File: config.mk
export PLATFORM = sky130hd
export DESIGN_NAME = ultrascan_report_collector
export DESIGN_NICKNAME = d
export VERILOG_FILES = /design/src/rtl/ultrascan_pkg.sv /design/src/rtl/ultrascan_sync_fifo.sv /design/src/rtl/ultrascan_report_collector.sv
export SDC_FILE = /design/constraint.sdc
export NUM_CORES = 1
export LEC_CHECK = 0
export CAP_MARGIN = 30
export CORE_ASPECT_RATIO = 1.5
export CORE_UTILIZATION = 69
export CTS_BUF_LIST = sky130_fd_sc_hd__clkbuf_2
export DETAILED_ROUTE_END_ITERATION = 8
export HOLD_SLACK_MARGIN = 0.12
export MAX_ROUTING_LAYER = met4
export PLACE_DENSITY = 0.88
export SYNTH_ARGS = -nofsm -noshare
export SYNTH_HDL_FRONTEND = slang
export SYNTH_HIERARCHICAL = 1
export SYNTH_SLANG_ARGS = --single-unit
File: constraint.sdc
create_clock -name clk -period 12.5 [get_ports clk]
set_input_delay 2.5 -clock clk [delete_from_list [all_inputs] [get_ports clk]]
set_output_delay 2.5 -clock clk [all_outputs]
set_load 0.02 [all_outputs]
File: src/rtl/ultrascan_pkg.sv
// Shared types and constants for the ultrascan report collector.
package ultrascan_pkg;

  localparam int unsigned DROP_CNT_W    = 16;
  localparam int unsigned DEF_N_REPORTS = 2;
  localparam int unsigned DEF_OFFSET_W  = 32;

  typedef enum logic [2:0] {
    StIdle,
    StActive,
    StDrain,
    StTerm,
    StFlush,
    StDone
  } state_e;

  // Record layout at the default widths; other widths use the same {last, offset, vector} order.
  typedef struct packed {
    logic                     last;
    logic [DEF_OFFSET_W-1:0]  offset;
    logic [DEF_N_REPORTS-1:0] vector;
  } rec_t;

  function automatic int unsigned rec_width(input int unsigned offset_w,
                                            input int unsigned n_reports);
    return 1 + offset_w + n_reports;
  endfunction

endpackage

File: src/rtl/ultrascan_sync_fifo.sv
// Synchronous FIFO with registered storage; head entry is presented whenever non-empty.
module ultrascan_sync_fifo #(
  parameter int unsigned WIDTH = 8,
  parameter int unsigned DEPTH = 16
) (
  input  logic             clk,
  input  logic             reset,
  input  logic             push,
  input  logic [WIDTH-1:0] push_data,
  input  logic             pop,
  output logic [WIDTH-1:0] pop_data,
  output logic             full,
  output logic             empty
);

  localparam int unsigned AW = $clog2(DEPTH);
  localparam logic [AW:0] FullCnt = (AW + 1)'(DEPTH);

  logic [WIDTH-1:0] mem_q [DEPTH];
  logic [AW-1:0]    wptr_q, rptr_q;
  logic [AW:0]      count_q;
  logic             do_push, do_pop;

  assign empty    = (count_q == '0);
  assign full     = (count_q == FullCnt);
  assign do_pop   = pop && !empty;
  // A same-cycle pop frees the slot the push lands in.
  assign do_push  = push && (!full || do_pop);
  assign pop_data = mem_q[rptr_q];

  // Storage write; no reset needed since count gates visibility.
  always_ff @(posedge clk) begin
    if (do_push) mem_q[wptr_q] <= push_data;
  end

  // Pointer and occupancy bookkeeping.
  always_ff @(posedge clk) begin
    if (reset) begin
      wptr_q  <= '0;
      rptr_q  <= '0;
      count_q <= '0;
    end else begin
      if (do_push) wptr_q <= wptr_q + AW'(1);
      if (do_pop)  rptr_q <= rptr_q + AW'(1);
      if (do_push && !do_pop)      count_q <= count_q + (AW + 1)'(1);
      else if (do_pop && !do_push) count_q <= count_q - (AW + 1)'(1);
    end
  end

endmodule

File: src/rtl/ultrascan_report_collector.sv
// Converts automaton report wires into timestamped records and closes each scan with a terminator.
module ultrascan_report_collector
  import ultrascan_pkg::*;
#(
  parameter int unsigned N_REPORTS      = 2,
  parameter int unsigned OFFSET_W       = 32,
  parameter int unsigned FIFO_DEPTH     = 16,
  parameter int unsigned REPORT_LATENCY = 1
) (
  input  logic                          clk,
  input  logic                          reset,
  input  logic                          run,
  input  logic [N_REPORTS-1:0]          report_bits,
  input  logic                          end_of_scan,
  output logic                          rec_valid,
  input  logic                          rec_ready,
  output logic [N_REPORTS+OFFSET_W:0]   rec_data,
  output logic                          overflow,
  output logic [DROP_CNT_W-1:0]         drop_count,
  output logic                          done
);

  localparam int unsigned REC_W = rec_width(OFFSET_W, N_REPORTS);
  localparam int unsigned LAT_W = $clog2(REPORT_LATENCY + 1);

  state_e               state_q, state_d;
  logic [LAT_W-1:0]     drain_cnt_q, drain_cnt_d;
  logic [OFFSET_W-1:0]  offset_q;
  logic                 run_pipe_q [REPORT_LATENCY];
  logic [OFFSET_W-1:0]  off_pipe_q [REPORT_LATENCY];
  logic                 overflow_q;
  logic [DROP_CNT_W-1:0] drop_cnt_q;

  logic             accept_run, capture, term_push, push, pop, drop;
  logic             fifo_full, fifo_empty;
  logic [REC_W-1:0] push_data;

  // Symbols are only counted before the scan is closed.
  assign accept_run = run && (state_q == StIdle || state_q == StActive);
  assign capture    = (state_q == StIdle || state_q == StActive || state_q == StDrain) &&
                      run_pipe_q[REPORT_LATENCY-1] && (report_bits != '0);
  assign pop        = rec_valid && rec_ready;
  assign term_push  = (state_q == StTerm) && (!fifo_full || pop);
  assign push       = capture || term_push;
  assign drop       = capture && fifo_full && !pop;
  assign push_data  = term_push ? {1'b1, offset_q, {N_REPORTS{1'b0}}}
                                : {1'b0, off_pipe_q[REPORT_LATENCY-1], report_bits};

  assign rec_valid  = !fifo_empty;
  assign overflow   = overflow_q;
  assign drop_count = drop_cnt_q;
  assign done       = (state_q == StDone);

  ultrascan_sync_fifo #(
    .WIDTH (REC_W),
    .DEPTH (FIFO_DEPTH)
  ) u_fifo (
    .clk       (clk),
    .reset     (reset),
    .push      (push),
    .push_data (push_data),
    .pop       (pop),
    .pop_data  (rec_data),
    .full      (fifo_full),
    .empty     (fifo_empty)
  );

  // Offset counter and the {run, offset} alignment pipe matching report latency.
  always_ff @(posedge clk) begin
    if (reset) begin
      offset_q <= '0;
      for (int i = 0; i < REPORT_LATENCY; i++) begin
        run_pipe_q[i] <= 1'b0;
        off_pipe_q[i] <= '0;
      end
    end else begin
      if (accept_run) offset_q <= offset_q + OFFSET_W'(1);
      run_pipe_q[0] <= accept_run;
      off_pipe_q[0] <= offset_q;
      for (int i = 1; i < REPORT_LATENCY; i++) begin
        run_pipe_q[i] <= run_pipe_q[i-1];
        off_pipe_q[i] <= off_pipe_q[i-1];
      end
    end
  end

  // Sticky overflow flag and saturating drop counter.
  always_ff @(posedge clk) begin
    if (reset) begin
      overflow_q <= 1'b0;
      drop_cnt_q <= '0;
    end else if (drop) begin
      overflow_q <= 1'b1;
      if (drop_cnt_q != '1) drop_cnt_q <= drop_cnt_q + DROP_CNT_W'(1);
    end
  end

  // FSM state register.
  always_ff @(posedge clk) begin
    if (reset) begin
      state_q     <= StIdle;
      drain_cnt_q <= '0;
    end else begin
      state_q     <= state_d;
      drain_cnt_q <= drain_cnt_d;
    end
  end

  // FSM next-state logic.
  always_comb begin
    state_d     = state_q;
    drain_cnt_d = drain_cnt_q;
    unique case (state_q)
      StIdle: begin
        if (end_of_scan) begin
          state_d     = StDrain;
          drain_cnt_d = LAT_W'(REPORT_LATENCY);
        end else if (run) begin
          state_d = StActive;
        end
      end
      StActive: begin
        if (end_of_scan) begin
          state_d     = StDrain;
          drain_cnt_d = LAT_W'(REPORT_LATENCY);
        end
      end
      StDrain: begin
        // The last in-flight report is captured in the cycle the count leaves 1.
        drain_cnt_d = drain_cnt_q - LAT_W'(1);
        if (drain_cnt_q <= LAT_W'(1)) state_d = StTerm;
      end
      StTerm:  if (term_push) state_d = StFlush;
      StFlush: if (pop && rec_data[REC_W-1]) state_d = StDone;
      StDone:  state_d = StDone;
      default: state_d = StIdle;
    endcase
  end

endmodule

# Word level (Yosys, flattened, before mapping)
# Memory sizes are Yosys's and may differ from the RTL's. A register that Yosys moved wholly into a read port is not among the register bits.
# Cells that the tools add are included.
[totals]
ram_bits = 593
wordCells = 88
reg_bits = 66
n_memories = 3
output_inout_bits = 54
[memory_table]
columns = ["memory", "depth", "width", "rd", "rd_clocked_by_memory_dff", "wr", "line_no", "text"]
rows = [
  ["u_fifo.mem_q", 16, 35, 1, 1, 1, "ultrascan_sync_fifo.sv:19", "logic [WIDTH-1:0] mem_q [DEPTH];"],
  ["off_pipe_q", 1, 32, 1, 0, 1, "ultrascan_report_collector.sv:30", "logic [OFFSET_W-1:0] off_pipe_q [REPORT_LATENCY];"],
  ["run_pipe_q", 1, 1, 1, 0, 1, "ultrascan_report_collector.sv:29", "logic run_pipe_q [REPORT_LATENCY];"],
]
[classes]
eq_ne = 13
n_mux = 23
reduce_logical = 33
add_sub_neg = 7
n_lt_le_gt_ge = 1
[ops]
columns = ["operator", "n"]
rows = [
  ["two-way mux 35 bit", 1],
  ["adder 32 x 1 -> 32 bit, second input constant", 1],
  ["two-way mux 32 bit", 1],
  ["OR reduction 32 bit", 1],
  ["two-way mux 3 bit", 6],
  ["one-hot mux 3 bit (6 select lines)", 1],
  ["adder 16 x 1 -> 16 bit, second input constant", 1],
  ["inequality test 16 bit, second input constant", 1],
  ["logical AND 1 bit", 12],
  ["two-way mux 5 bit", 2],
  ["two-way mux 1 bit", 9],
  ["adder 4 x 1 -> 4 bit, second input constant", 2],
  ["two-way mux 4 bit", 2],
  ["equality test 3 x 2 -> 1 bit, second input constant", 2],
  ["equality test 3 bit, second input constant", 2],
  ["inequality test 2 bit, second input constant", 3],
  ["nonzero test 2 bit", 3],
  ["adder 5 x 1 -> 5 bit, second input constant", 1],
  ["equality test 5 bit, second input constant", 1],
  ["logical NOT 1 bit", 5],
  ["logical NOT 5 bit", 1],
  ["logical OR 1 bit", 5],
  ["AND reduction 5 bit", 1],
  ["subtractor 5 x 1 -> 5 bit, second input constant", 1],
  ["other kinds (10)", 12],
]

# Logic depth before layout (Yosys ltp)
# Gate-level depths: netlist (run 1).
[logic_depth]
ltp_word = 11
ltp_mapped = 18
ltp_nobuf = 16

# By module
# The synthesis (run 1) kept the hierarchy.
[by_module_without_submodules]
columns = ["mod", "area_per_inst_um2", "cells_per_inst", "instances"]
rows = [
  ["ultrascan_sync_fifo", 21830.9, 964, 1],
  ["ultrascan_report_collector", 3768.6, 404, 1],
]

# Worst setup path before layout (run 1)
# Ideal clock, no wire load.
[synth_timing]
path_kind = "in2reg"
start = "input rec_ready"
end = "memory u_fifo/mem_q[5][0] (netlist name) (enable)"
stages = 8
path_buffers = 1
arrival_ns = 6.703
slack_ns = 5.318
setup_time_ns = 0.478
cell_sequence = "nor2b_2 -> nand2b_1 -> nand3_1 -> buf_2 -> inv_1 -> or2_2 -> o311ai_4 -> nor3b_1"
[synth_via]
elab_chain_len = 7
[synth_rtl]
columns = ["item", "line_no", "text"]
rows = [
  ["start: declaration", "ultrascan_report_collector.sv:16", "input logic rec_ready,"],
  ["logical AND 1 bit", "ultrascan_report_collector.sv:42", "assign pop = rec_valid && rec_ready;"],
  ["logical OR 1 bit", "ultrascan_report_collector.sv:43", "assign term_push = (state_q == StTerm) && (!fifo_full || pop);"],
  ["logical AND 1 bit", "ultrascan_report_collector.sv:43", ""],
  ["logical OR 1 bit", "ultrascan_report_collector.sv:44", "assign push = capture || term_push;"],
  ["named net push", "ultrascan_report_collector.sv:34", "logic accept_run, capture, term_push, push, pop, drop;"],
  ["logical AND 1 bit", "ultrascan_sync_fifo.sv:28", "assign do_push = push && (!full || do_pop);"],
  ["two-way mux 1 bit", "ultrascan_sync_fifo.sv:33", "if (do_push) mem_q[wptr_q] <= push_data;"],
  ["two-way mux 1 bit (implied by the code)", "ultrascan_sync_fifo.sv:33", ""],
  ["end: declaration", "ultrascan_sync_fifo.sv:19", ""],
]
# The timed path passes the listed nets, and every way through them passes these cells.

==> out/qor.txt, run 1 <==
outcome = finished, final reports clean
FMAX = 0.135 GHz
Critical Path, Cell by Cell = buf_4 > buf_4 > mux4_2 > a22oi_1 > nand2_1 > clkdlybuf4s50_1
synth top area cells = edfxtp_1, mux4_2, dfxtp_1, a22oi_1, mux2_2
vias in the first global route = 14.4k
Tightest Hold Check Type = flop to flop
EDFF count, synth = 560
post-CTS sizing = 0
Cell Area, Placed = 0.0270 mm2
Setup CP Type = flop to primary output
slew at the pin closest to its max-slew limit = 1.10 ns
Worst Clk Skew = 0.0803 ns
GRT overflow = 0
Total Routed Length = 55,800 um
Critical Path RT = 10.00 ns
max_cap viols = 0
Final Hold Viols = 0
hold slack = 0.497 ns
Total GRT Usage = 31.3%
number of port buffers = 60
top_reg_cell synth = edfxtp_1
leakage power = 9.51 nW
hold-fix buffers at CTS = 0
flip-flop and latch area = 0.0189 mm2
CTS root buf = clkbuf_2
Synth Register Bits = 662
slowest stage delay, CP = 0.80 ns
Final Cell Area = 0.0283 mm2
chip width = 159 um
Clock Latency Late Sink = 1.13 ns
clk buf depth = 3
Power Density = 150 mW/mm2
wire per inst = 26.3 um
max_slew headroom = 26.4%
HPWL after DPL = 32,500 um
Seq/Total Area, Yosys = 73.7%
area of the multi-input gates = 0.00644 mm2
clk sinks = 662
GPL Wtd Cong = 0.777
synth unique cells = 58
RSZ-0062 raised after global routing = false
Fillers = 1,923
via count = 13.8k
Synth area leader = edfxtp_1
largest net degree at the start of global routing = 102
NumNets Final = 1,552
Arr. time, crit path = 4.89 ns
Post-CTS Setup Repair Bufs = 0
share of the core filled with cells = 77.0%
Mapped Avg Cell Area = 18.7 um2
Syn-to-layout area delta = 10.4%
first-pass GRT wire length = 83,200 um
num ports = 61
Mapped Nets = 1,387
slowest cell on the critical path = dfxtp_4
Initial Utilization = 69.8%
Clock transition at path regs = 0.11 ns
drt first pass iters = 7
H-tree levels = 4
# rows = 86
ANT nets after route = 0
Slew Limit Fails = 0
Syn Std Cell Area = 0.0256 mm2
Mapped Cells = 1,368
minimum clock period after layout = 7.39 ns
# DRC = 0
Worst setup SP type = flop
most common cell in the netlist = edfxtp_1
Synth warnings = 6
Power Total = 4.23 mW
Die Area = 0.0379 mm2
delay-heaviest family, CP = buffers and inverters
vias per cell = 6.50
CP endpoint kind = primary output
share of layout cells above drive strength 1 = 28.4%
CTS tree = done
synth cell count leaders = edfxtp_1, mux4_2, dfxtp_1
CP max FO = 49
Bufs and invs on worst path = 3
initial antenna violation count = 1
Critical Path Most Common Cell = buf_4
Setup violations, final = 0
initial drt markers = 1,403
Die Ht = 238 um
asr flop ratio synth = 0%
Inserted Clock Buffers = 143
final setup TNS = 0 ns
Final Cycle Share = 59.1%
CORE AREA = 0.0367 mm2
post-synth top area share = 65.7%
peak supply drop = 0.104 mV
-- cells in the final DEF (no fill, tap or decap), types with 8 or more instances in the layout --
master	instances
xnor2_1	9
clkinv_1	30
a21oi_1	18
clkbuf_2	210
and3_2	8
nor2_1	74
a22oi_1	70
o21ai_0	12
nor2b_1	30
dfxtp_1	100
buf_12	11
nand4_1	22
inv_1	14
clkdlybuf4s50_1	59
or3_1	10
nor3_1	8
xor2_1	33
mux4_2	140
ha_1	11
buf_4	17
nand2_1	59
nand3_1	18
mux2_2	30
edfxtp_1	560
-- through the flow --
| stage | std cells | setup WS, ns |
|---|---|---|
| floorplan | 1368 | 5.32 |
| global placement | 1858 | 6.07 |
| detailed placement | 1870 | 5.89 |
| CTS | 2122 | 5.03 |
| global route | 2125 | 4.98 |
| finish | 2125 | 5.11 |
-- logic make-up (layout without fill, tap and decap cells) --
group           Yosys count  count (layout)  synth area share [%]
flops                   662             662                  73.7
simple gates            275             275                  5.77
mux                     174             174                  13.8
compound gates          117             117                  3.31
buf+inv                  86             358                  1.41
xor+xnor                 42              42                  1.44
fa+ha+maj                12              12                 0.616
other cells               0               1                     0
-- worst min-delay path, stage by stage (launching register included) --
cell and delay, ns:
dfxtp_1 0.35, a21oi_1 0.04, nor2_1 0.08
-- metal layers --
layer | GRT usage, % | wire, um | vias up
met3 | 5.51 | 4720 | 134
met4 | 16.7 | 2380 | 0
met5 | - | 0 | -
met2 | 51.7 | 29200 | 816
li1 | - | - | 5896
met1 | 37.3 | 19500 | 6962
-- power by group --
group	switching [mW]	internal [mW]	leakage (nW)	total, mW
logic	0.270	0.255	2.42	0.526
clock network	0.786	0.489	0.988	1.28
registers	0.0285	2.40	6.11	2.43
total	1.08	3.14	9.51	4.23
-- area by class of cell --
| cell class | instances | share of cell area [%] |
|---|---|---|
| multi-input combinational | 620 | 22.8 |
| tap | 484 | 2.14 |
| inverter | 15 | 0.199 |
| antenna | 1 | 0.00885 |
| clock buffer | 210 | 3.72 |
| timing repair buffer | 91 | 3.63 |
| clock inverter | 42 | 0.775 |
| sequential | 662 | 66.7 |
-- sequential cells by signal, summed over array words and instances, names as in the netlist, named ones only --
name	flops
run_pipe_q	1
state_q	3
off_pipe_q	32
overflow	1
u_fifo/wptr_q	4
u_fifo/mem_q	560
drop_count	16
offset_q	32
u_fifo/rptr_q	4
u_fifo/count_q	5
-- worst paths after layout --
check / start / slack (ns) / to / depth (start not counted)
min: overflow / 0.50 / overflow / 2
min reg2reg: overflow / 0.50 / overflow / 2
max: flop / 5.11 / rec_data[30] / 6
max reg2reg: u_fifo/count_q[0] / 7.48 / u_fifo/count_q[4] / 17
Power figures use the tool's default switching activity.
==> run 2, diff against run 1 <==
CORE_UTILIZATION = 64   (was 69)
PLACE_DENSITY = 0.83   (was 0.88)
clock period = 7.66 ns   (was 12.5 ns; I/O delays follow)
==> run 2 against run 1 <==
  * The flow now finishes with violations (DRC)
  * First-iteration DRC count decreased by 19%
  * Sequential power grew 63%
  * Combinational power up 60%
  * Non-clock buffer count up 2
  * Clock-buffer cell count fell by 3
  * Total power up 61%
  * Critical path type unchanged
  * Largest power group unchanged
==> out/qor.txt, run 2 (synthesized netlist as in run 1, its figures left out) <==
final setup TNS = 0 ns (unchanged)
gr busiest metal = met2
CP endpoint kind = primary output
Final Cycle Share = 75.0%
Final Hold Viols = 0 (unchanged)
HPWL after DPL = 31,400 um (-3.4%)
violated checks = DRC
minimum clock period after layout = 5.74 ns
initial antenna violation count = 1 (unchanged)
Biggest register = u_fifo/mem_q
GPL Wtd Cong = 0.754 (-3.1%)
Critical Path RT = 6.13 ns (-3.87 ns)
Inserted Clock Buffers = 143 (unchanged)
Tightest Hold Check Type = flop to flop
largest net degree at the start of global routing = 64 (-37%)
Critical Path, Cell by Cell = buf_4 > mux4_2 > a22oi_1 > nand2_1 > clkdlybuf4s50_1
initial drt markers = 1,141 (-19%)
GRT overflow = 0 (unchanged)
Largest register FFs = 560 (unchanged)
Post-CTS Setup Repair Bufs = 0 (unchanged)
Power Density = 242 mW/mm2 (+61%)
drt first pass iters = 7 (unchanged)
Arr. time, crit path = 4.21 ns (-0.68 ns)
CTS tree = done
Clock Latency Late Sink = 1.09 ns (-0.04 ns)
clk buf depth = 3 (unchanged)
slowest cell on the critical path = dfxtp_4
Worst Clk Skew = 0.0765 ns (-0.00381 ns)
commonest non-fill, non-tap cell in the layout = edfxtp_1
Bufs and invs on worst path = 2 (-1)
GRT met3 Usage = 4.86% (-0.65 points)
CTS root buf = clkbuf_2
leakage power = 9.48 nW (-0.33%)
max_cap viols = 0 (unchanged)
Setup violations, final = 0 (unchanged)
via count = 13.5k (-2.1%)
Post-Layout Cell Count = 2,137 (+0.56%)
num ports = 61 (unchanged)
delay-heaviest family, CP = buffers and inverters
number of port buffers = 60 (unchanged)
CORE AREA = 0.0394 mm2 (+7.4%)
vias in the first global route = 14.1k (-1.7%)
outcome = finished, violations left
Worst setup SP type = flop
Die Area = 0.0408 mm2 (+7.7%)
slew at the pin closest to its max-slew limit = 1.03 ns (-0.0705 ns)
met1 usage = 32.8% (-4.5 points)
Total GRT Usage = 27.5% (-3.9 points)
chip width = 165 um (+3.8%)
most frequent cells in the layout = edfxtp_1, clkbuf_2, mux4_2, dfxtp_1, nor2_1
Clock transition at path regs = 0.11 ns (about the same)
Initial Utilization = 64.9% (-4.8 points)
Setup CP Type = flop to primary output
NumNets Final = 1,554 (+0.13%)
ANT nets after route = 0 (unchanged)
Total Routed Length = 52,600 um (-5.8%)
Slew Limit Fails = 0 (unchanged)
RSZ-0062 raised after global routing = false
FMAX = 0.174 GHz
wire per inst = 24.6 um (-6.3%)
max_slew headroom = 31.1% (+4.7 points)
post-CTS sizing = 0 (unchanged)
CP max FO = 63 (+29%)
Syn-to-layout area delta = 10.2%
slowest stage delay, CP = 0.96 ns (+0.16 ns)
first-pass GRT wire length = 78,700 um (-5.4%)
H-tree levels = 4 (unchanged)
# DRC = 2 (+2)
hold-fix buffers at CTS = 0 (unchanged)
share of layout cells above drive strength 1 = 28.4% (about the same)
met2 usage = 45.4% (-6.3 points)
clk sinks = 662 (unchanged)
vias per cell = 6.32 (-2.7%)
# rows = 89 (+3.5%)
placed insts = 1,887 (+0.91%)
Die Ht = 247 um (+3.8%)
peak supply drop = 0.151 mV (+45%)
biggest regs = u_fifo/mem_q: 560 flops, off_pipe_q: 32 flops, offset_q: 32 flops
-- run 2: changes by cell type in the layout (fill, tap and decap cells not counted), sizes merged --
cell and change:
clkbuf -3, clkinv -3, buf +2, bufinv -1, inv +1
-- run 2: power breakdown --
part           internal (mW)  switching, mW  total [mW]
clock                  0.753           1.25        2.01
sequential              3.92         0.0507        3.97
combinational          0.412          0.426       0.839
total                   5.08           1.73        6.81
-- run 2: worst paths after layout --
check | cells after the start | endpoint | slack (ns) | from
max reg2reg | 17 | u_fifo/count_q[4] | 2.82 | u_fifo/count_q[0]
min reg2reg | 2 | off_pipe_q[0][8] | 0.50 | offset_q[8]
min | 2 | off_pipe_q[0][8] | 0.50 | offset_q[8]
max | 5 | rec_data[0] | 1.92 | flop
-- run 2: metrics by stage --
step | setup slack (ns) | hold slack (ns) | instance area, um2 | power (mW) | utilization [%]
after detailed placement | 2.11 | 0.485 | 26900 | 4.89 | 68.3
after global placement | 2.19 | 0.461 | 26700 | 4.87 | 67.8
after CTS | 1.78 | 0.504 | 28100 | 6.87 | 71.4
after global routing | 1.74 | 0.523 | 28200 | 7.07 | 71.5
after floorplan | 1.45 | 0.466 | 25600 | 4.64 | -
final | 1.92 | 0.496 | 28200 | 6.81 | 71.5
-- run 2: layout make-up --
class,count,area [um2]
clock inverters,39,181
fillers,2413,11200
flip-flops and latches,662,18900
repair buffers,93,993
multi-input cells,620,6440
diodes,1,2.50
inverters,15,56.3
well taps,500,626
clock buffers,207,1040
-- run 2: worst register-to-register path, cell delays in order (launching register included) --
cell	delay, ns
dfxtp_1	0.36
or4_1	0.75
nor2_1	0.27
nor2b_2	0.18
nand2b_1	0.23
nand3_2	0.09
buf_4	0.41
inv_1	0.35
or2_2	0.45
o31ai_4	0.11
inv_1	0.09
ha_1	0.20
inv_1	0.17
ha_1	0.30
a21oi_1	0.18
a211oi_1	0.09
a31oi_1	0.17
mux2_2	0.34
-- run 2: layer usage --
layer,routed length (um),vias up
met1,19200,6849
met4,1970,0
met5,0,-
met2,27800,615
met3,3540,150
li1,-,5899
